$ cat src/rtl/pll_seq_pkg.sv
// +----------------------------------------------------------------------------+
// | Module   : pll_seq_pkg                                                     |
// | Purpose  : Shared types, default constants and counter sizing for the      |
// |            PLL lock qualifier / system-reset sequencer.                    |
// | Revision : 1.0  initial release                                            |
// +----------------------------------------------------------------------------+
`default_nettype none

package pll_seq_pkg;

    typedef enum logic [2:0] {
        ST_WAIT_LOCK = 3'd0,
        ST_HOLD      = 3'd1,
        ST_RUN       = 3'd2,
        ST_RETRY     = 3'd3,
        ST_FAIL      = 3'd4
    } pll_seq_state_t;

    localparam int c_def_sync_stages  = 2;
    localparam int c_def_lock_stable  = 1024;
    localparam int c_def_rst_hold     = 16;
    localparam int c_def_lock_timeout = 65536;
    localparam int c_def_retry_pulse  = 8;
    localparam int c_def_max_retry    = 4;
    localparam int c_def_rcnt_w       = 3;

    // Width of a counter that must reach max_count-1; never narrower than 1 bit.
    function automatic int cnt_width(input int max_count);
        return (max_count > 1) ? $clog2(max_count) : 1;
    endfunction

    function automatic int max3(input int a, input int b, input int c);
        int m;
        m = (a > b) ? a : b;
        return (m > c) ? m : c;
    endfunction

endpackage

`default_nettype wire

$ cat src/rtl/sync_ff.sv
// +----------------------------------------------------------------------------+
// | Module   : sync_ff                                                         |
// | Purpose  : Multi-stage flop chain for bringing asynchronous status bits    |
// |            into the clk domain; clears to 0 on reset.                      |
// | Revision : 1.0  initial release                                            |
// +----------------------------------------------------------------------------+
`default_nettype none

module sync_ff #(
    parameter int STAGES = 2,
    parameter int WIDTH  = 1
) (
    input  logic             clk,
    input  logic             rst,
    input  logic [WIDTH-1:0] i_d,
    output logic [WIDTH-1:0] o_q
);

    logic [STAGES-1:0][WIDTH-1:0] r_chain;

    always_ff @(posedge clk) begin
        if (rst) begin
            r_chain <= '0;
        end else begin
            r_chain <= {r_chain[STAGES-2:0], i_d};
        end
    end

    assign o_q = r_chain[STAGES-1];

endmodule

`default_nettype wire

$ cat src/rtl/pll_lock_seq.sv
// +----------------------------------------------------------------------------+
// | Module   : pll_lock_seq                                                    |
// | Purpose  : Qualifies the PLL lock, sequences the downstream system reset   |
// |            and requests PLL re-initialisation on lock timeout.             |
// | Revision : 1.0  initial release                                            |
// +----------------------------------------------------------------------------+
`default_nettype none

module pll_lock_seq
    import pll_seq_pkg::*;
#(
    parameter int SYNC_STAGES  = c_def_sync_stages,
    parameter int LOCK_STABLE  = c_def_lock_stable,
    parameter int RST_HOLD     = c_def_rst_hold,
    parameter int LOCK_TIMEOUT = c_def_lock_timeout,
    parameter int RETRY_PULSE  = c_def_retry_pulse,
    parameter int MAX_RETRY    = c_def_max_retry,
    parameter int RCNT_W       = c_def_rcnt_w
) (
    input  logic              clk,
    input  logic              rst,
    input  logic              lock_in,
    output logic              pll_rst,
    output logic              sys_rst,
    output logic              ready,
    output logic              lost_lock,
    output logic              fail,
    output logic [RCNT_W-1:0] retry_cnt
);

    localparam int c_tcnt_w = cnt_width(max3(LOCK_TIMEOUT, RST_HOLD, RETRY_PULSE));
    localparam int c_scnt_w = cnt_width(LOCK_STABLE);

    localparam logic [c_tcnt_w-1:0] c_timeout_last = c_tcnt_w'(LOCK_TIMEOUT - 1);
    localparam logic [c_tcnt_w-1:0] c_hold_last    = c_tcnt_w'(RST_HOLD - 1);
    localparam logic [c_tcnt_w-1:0] c_pulse_last   = c_tcnt_w'(RETRY_PULSE - 1);
    localparam logic [c_scnt_w-1:0] c_stable_last  = c_scnt_w'(LOCK_STABLE - 1);
    localparam logic [RCNT_W-1:0]   c_max_retry    = RCNT_W'(MAX_RETRY);

    logic                w_lock_s;
    pll_seq_state_t      r_state;
    logic [c_tcnt_w-1:0] r_tcnt;
    logic [c_scnt_w-1:0] r_scnt;
    logic                r_pll_rst;
    logic                r_sys_rst;
    logic                r_ready;
    logic                r_lost_lock;
    logic                r_fail;
    logic [RCNT_W-1:0]   r_retry_cnt;

    sync_ff #(
        .STAGES (SYNC_STAGES),
        .WIDTH  (1)
    ) u_lock_sync (
        .clk (clk),
        .rst (rst),
        .i_d (lock_in),
        .o_q (w_lock_s)
    );

    // Outputs are updated on the same edge as the state transition that
    // implies them, so every output is a flop with no decode after it.
    always_ff @(posedge clk) begin
        if (rst) begin
            r_state     <= ST_WAIT_LOCK;
            r_tcnt      <= '0;
            r_scnt      <= '0;
            r_pll_rst   <= 1'b0;
            r_sys_rst   <= 1'b1;
            r_ready     <= 1'b0;
            r_lost_lock <= 1'b0;
            r_fail      <= 1'b0;
            r_retry_cnt <= '0;
        end else begin
            r_lost_lock <= 1'b0;
            case (r_state)
                ST_WAIT_LOCK: begin
                    // Qualification wins when it coincides with the timeout.
                    if (w_lock_s && (r_scnt == c_stable_last)) begin
                        r_state <= ST_HOLD;
                        r_tcnt  <= '0;
                        r_scnt  <= '0;
                    end else if (r_tcnt == c_timeout_last) begin
                        r_tcnt <= '0;
                        r_scnt <= '0;
                        if (r_retry_cnt == c_max_retry) begin
                            r_state <= ST_FAIL;
                            r_fail  <= 1'b1;
                        end else begin
                            r_state     <= ST_RETRY;
                            r_pll_rst   <= 1'b1;
                            r_retry_cnt <= r_retry_cnt + 1'b1;
                        end
                    end else begin
                        r_tcnt <= r_tcnt + 1'b1;
                        r_scnt <= w_lock_s ? (r_scnt + 1'b1) : '0;
                    end
                end

                ST_HOLD: begin
                    if (!w_lock_s) begin
                        r_state <= ST_WAIT_LOCK;
                        r_tcnt  <= '0;
                        r_scnt  <= '0;
                    end else if (r_tcnt == c_hold_last) begin
                        r_state     <= ST_RUN;
                        r_tcnt      <= '0;
                        r_sys_rst   <= 1'b0;
                        r_ready     <= 1'b1;
                        r_retry_cnt <= '0;
                    end else begin
                        r_tcnt <= r_tcnt + 1'b1;
                    end
                end

                ST_RUN: begin
                    if (!w_lock_s) begin
                        r_state     <= ST_WAIT_LOCK;
                        r_tcnt      <= '0;
                        r_scnt      <= '0;
                        r_sys_rst   <= 1'b1;
                        r_ready     <= 1'b0;
                        r_lost_lock <= 1'b1;
                    end
                end

                ST_RETRY: begin
                    // The synchronised lock is deliberately not looked at here.
                    if (r_tcnt == c_pulse_last) begin
                        r_state   <= ST_WAIT_LOCK;
                        r_tcnt    <= '0;
                        r_scnt    <= '0;
                        r_pll_rst <= 1'b0;
                    end else begin
                        r_tcnt <= r_tcnt + 1'b1;
                    end
                end

                ST_FAIL: begin
                    r_sys_rst <= 1'b1;
                    r_pll_rst <= 1'b0;
                    r_fail    <= 1'b1;
                end

                default: begin
                    r_state   <= ST_WAIT_LOCK;
                    r_tcnt    <= '0;
                    r_scnt    <= '0;
                    r_pll_rst <= 1'b0;
                    r_sys_rst <= 1'b1;
                    r_ready   <= 1'b0;
                end
            endcase
        end
    end

    assign pll_rst   = r_pll_rst;
    assign sys_rst   = r_sys_rst;
    assign ready     = r_ready;
    assign lost_lock = r_lost_lock;
    assign fail      = r_fail;
    assign retry_cnt = r_retry_cnt;

endmodule

`default_nettype wire

$ cat config.mk
export PLATFORM = sky130hd
export DESIGN_NAME = pll_lock_seq
export DESIGN_NICKNAME = d
export VERILOG_FILES = /design/src/rtl/pll_seq_pkg.sv /design/src/rtl/sync_ff.sv /design/src/rtl/pll_lock_seq.sv
export SDC_FILE = /design/constraint.sdc
export NUM_CORES = 1
export LEC_CHECK = 0
export ABC_AREA = 1
export ABC_CLOCK_PERIOD_IN_PS = 2300
export BUFFER_PORTS_ARGS = -buffer_cell sky130_fd_sc_hd__buf_2
export CAP_MARGIN = 25
export CORE_MARGIN = 2
export CORE_UTILIZATION = 47
export DETAILED_ROUTE_END_ITERATION = 12
export PLACE_DENSITY = 0.65
export SYNTH_ARGS = -nofsm -noshare
export SYNTH_HDL_FRONTEND = slang
export SYNTH_HIERARCHICAL = 1
export SYNTH_SLANG_ARGS = --single-unit
$ cat constraint.sdc
create_clock -name clk -period 2.3 [get_ports clk]
set_input_delay 0.46 -clock clk [delete_from_list [all_inputs] [get_ports clk]]
set_output_delay 0.46 -clock clk [all_outputs]
set_load 0.02 [all_outputs]
==> impl_table.tex <==
\begin{tabular}{lr}
\hline
Metric & Value \\
\hline
\multicolumn{2}{l}{\textbf{Outcome}} \\
\quad Result of the run & finished, final reports clean \\
\multicolumn{2}{l}{\textbf{Setup path}} \\
\quad Crit Path Class & flop to flop \\
\quad Worst Setup Start Kind & flop \\
\quad Worst R2R Start & r\_tcnt[0]\$\_SDFFE\_PP0P\_ \\
\quad Critical path origin & r\_tcnt[0]\$\_SDFFE\_PP0P\_ \\
\quad Element type at the critical path end & flop \\
\quad Top fanout value on the critical path & 8 \\
\quad Worst Reg2Reg Path Length in Cells & 8 \\
\quad WP data arrival & $\sim$2000 ps \\
\quad Required time of the worst setup path & about 2500 ps \\
\multicolumn{2}{l}{\textbf{STA}} \\
\quad Fin. Hold Viols & 0 \\
\quad Pin slew with the least headroom to its limit & between 400 and 500 ps \\
\quad Time the final worst path needs with I/O delays and setup & between 1500 and 2000 ps \\
\quad Number of pins exceeding their max-slew limit in the final report & 0 \\
\quad Slew margin rel. & 0.667 \\
\quad Worst clock skew & 7.51 ps \\
\quad Maximum operating frequency & $\sim$540 MHz \\
\quad Unrepaired setup endpoints after global routing & no \\
\quad Fin worst setup slack & roughly 430 ps \\
\quad Worst hold slack across all endpoints & 366 ps \\
\quad Setup violators final & 0 \\
\quad Sum of negative setup slack & 0 ps \\
\quad Final worst-path cycle share & 0.811 \\
\multicolumn{2}{l}{\textbf{Yosys}} \\
\quad Average instance area after synthesis & 6.65 um\^{}2 \\
\quad Top cell types by occurrence after synthesis & 75 x sky130\_fd\_sc\_hd\_\_nand2\_1, 57 x sky130\_fd\_sc\_hd\_\_nor2\_1, 41 x sky130\_fd\_sc\_hd\_\_nand3\_1 \\
\quad Post-synth net total & between 300 and 400 \\
\quad Most instantiated flip-flop cell in the synthesis netlist & sky130\_fd\_sc\_hd\_\_dfxtp\_1 \\
\quad Number of flops mapped to enable cells by yosys & 0 \\
\quad Post-synthesis async set-or-reset flop share & 0 \\
\quad Area share of the largest cell type after synthesis & 0.332 \\
\quad Cell with the most instances after synthesis & sky130\_fd\_sc\_hd\_\_nand2\_1 \\
\quad Syn Inst Count & between 300 and 400 \\
\quad YS warnings & 6 \\
\quad Register bit total from synthesis & 39 \\
\quad Count of cell types in the netlist & 32 \\
\quad Syn Std Cell Area & about 0.0023 mm\^{}2 \\
\quad Top cells by area, synth & sky130\_fd\_sc\_hd\_\_dfxtp\_1 33\%, sky130\_fd\_sc\_hd\_\_nand2\_1 12\%, sky130\_fd\_sc\_hd\_\_nor2\_1 9.1\% \\
\quad Largest area contributor in the netlist & sky130\_fd\_sc\_hd\_\_dfxtp\_1 \\
\quad Post-synthesis sequential area ratio & 0.332 \\
\multicolumn{2}{l}{\textbf{Floorplan}} \\
\quad Die height & 74.7 um \\
\quad I/O pin count & 11 \\
\quad Area enclosed by the die boundary & 0.00558 mm\^{}2 \\
\quad Number of standard-cell rows in the floorplan & 25 \\
\quad Core ar. & 0.00479 mm\^{}2 \\
\quad Die span in x & around 75 um \\
\quad Initial standard-cell utilization of the core & 0.491 \\
\multicolumn{2}{l}{\textbf{Global routing}} \\
\quad Antenna violations before repair & 0 \\
\quad Total congestion overflow after global routing & 0 \\
\quad Vias in the first global route & approximately 2000 \\
\quad Maximum number of pins on one net before global-route repair & 16 \\
\quad First-pass GRT wire length & 8730 um \\
\quad Total routing usage reported by global routing & 0.202 \\
\multicolumn{2}{l}{\textbf{Clocking}} \\
\quad Maximum count of clock buffers along a single path & 2 \\
\quad Clock tree from TritonCTS & built \\
\quad \# Post-CTS Setup Buffers & 0 \\
\quad Clock latency of the later-clocked register in the worst-skew pair & around 300 ps \\
\quad H-Tree Level Count & 2 \\
\quad Clock Tree Root & sky130\_fd\_sc\_hd\_\_clkbuf\_8 \\
\quad Cts repair resizes & 0 \\
\quad Post-CTS clock slew at the launch and capture registers of the worst setup and hold paths & $\sim$80 ps \\
\quad \# clock sinks & 39 \\
\quad Num CTS Buffers & 5 \\
\quad Total of hold buffers inserted after clock tree synthesis & 0 \\
\multicolumn{2}{l}{\textbf{Place}} \\
\quad Detailed placer's ending HPWL & around 3900 um \\
\quad DP Area & between 0.002 and 0.0025 mm\^{}2 \\
\quad Worst setup timing slack at the placement stage & 440 ps \\
\quad Final estimated routing congestion in global placement & 0.812 \\
\quad Total placed cells including tap cells & approximately 430 \\
\quad Total of buffers placed on input and output ports & 10 \\
\multicolumn{2}{l}{\textbf{Layout}} \\
\quad Layout cells sized above 1 & 0.171 \\
\quad Core utilization of the finished layout & 0.541 \\
\quad Synthesis-to-finish area growth & 10.3\% \\
\quad Total Nets Final & between 300 and 400 \\
\quad Final Instance Count excl. Fillers & $\sim$440 \\
\quad Antenna fix cells & 0 \\
\quad Fill cell count & 480 \\
\quad Post-Layout Inst Area & 0.00259 mm\^{}2 \\
\multicolumn{2}{l}{\textbf{Route}} \\
\quad Average vias per placed instance & 4.93 \\
\quad Remaining DRCs & 0 \\
\quad Antenna-violating nets left & 0 \\
\quad Number of design-rule violations left by the first detailed-router iteration & 66 \\
\quad Total routed wirelength & around 5000 um \\
\quad Total number of vias & roughly 2200 \\
\quad Iteration count of the initial detailed-routing pass & 5 \\
\quad Average wire per standard cell & approximately 11 um \\
\multicolumn{2}{l}{\textbf{Power and ir drop}} \\
\quad Leak pwr & 1.11 nW \\
\quad Power Total & approximately 2.6 mW \\
\quad Peak VDD IR & 0.551 mV \\
\quad Power density over cell area & between 1000 and 1500 mW/mm\^{}2 \\
\multicolumn{2}{l}{\textbf{Hold path}} \\
\quad Worst min-delay path category & input port to flop \\
\quad Hold\_sp & lock\_in \\
\quad Min-Delay Path Depth & 3 \\
\multicolumn{2}{l}{\textbf{Flow run}} \\
\quad Count of max-cap constraint violations & 0 \\
\hline
\end{tabular}
power by group:
group	leakage [nW]	switching, mW	internal [mW]
clock network	0.0581	0.255	0.323
logic	0.731	0.814	0.403
registers	0.316	0.0791	0.763
worst paths after layout:
check / slack [ps] / endpoint
max: 430 / r_tcnt[3]$_SDFFE_PP0P_
min: 370 / u_lock_sync/r_chain[0]$_SDFF_PP0_
max reg2reg: 430 / r_tcnt[3]$_SDFFE_PP0P_
min reg2reg: 400 / u_lock_sync/o_q$_SDFF_PP0_
cell usage in the layout (no fill, tap or decap), drive strengths merged:
cell type,count
a21o,2
a21oi,14
a31oi,2
and3,1
buf,13
bufinv,1
clkbuf,5
clkinv,2
dfxtp,39
ha,4
inv,45
nand2,85
nand3,42
nand4,10
nor2,76
nor3,5
nor3b,1
o21ai,9
o21bai,3
xnor2,4
xor2,6
cell type report:
class                   instances  area, um^2  share of cell area
flip-flops and latches         39         781               0.301
multi-input cells             264        1370               0.529
well taps                      67        83.8              0.0324
inverters                      45         169              0.0652
repair buffers                 13        72.6              0.0280
clock inverters                 3        43.8              0.0169
clock buffers                   5        68.8              0.0266
critical path, cell delays in order (launching register included):
cell	delay (ps)
sky130_fd_sc_hd__dfxtp_1	440
sky130_fd_sc_hd__ha_1	250
sky130_fd_sc_hd__nand3_1	110
sky130_fd_sc_hd__nor2_1	120
sky130_fd_sc_hd__nand2_1	130
sky130_fd_sc_hd__nand2_1	140
sky130_fd_sc_hd__nand3_1	180
sky130_fd_sc_hd__o21ai_4	310
sky130_fd_sc_hd__nor2_1	80
state kept, by name, summed over array words and instances (netlist names):
| name | count |
|---|---|
| r_scnt | 10 |
| u_lock_sync/o_q | 1 |
| retry_cnt | 3 |
| u_lock_sync/r_chain | 1 |
| ready | 1 |
| r_state | 3 |
| r_tcnt | 16 |
| fail | 1 |
| lost_lock | 1 |
| pll_rst | 1 |
| sys_rst | 1 |
per-layer routing:
metal / track usage / wire [um] / vias up
li1: - / - / 1157
met1: 0.273 / 2530 / 970
met2: 0.329 / 2310 / 19
met3: 0.0442 / 109 / 5
met4: 0.0516 / 52 / 0
met5: 0 / 0 / -
kinds of logic after synthesis:
group	after synthesis	share of synthesized area
simple gates	220	0.444
compound gates	30	0.0815
xor+xnor	10	0.0373
buf+inv	50	0.0836
flops	39	0.332
fa+ha+maj	4	0.0213
No activity file was read; power rests on OpenSTA's default activity.
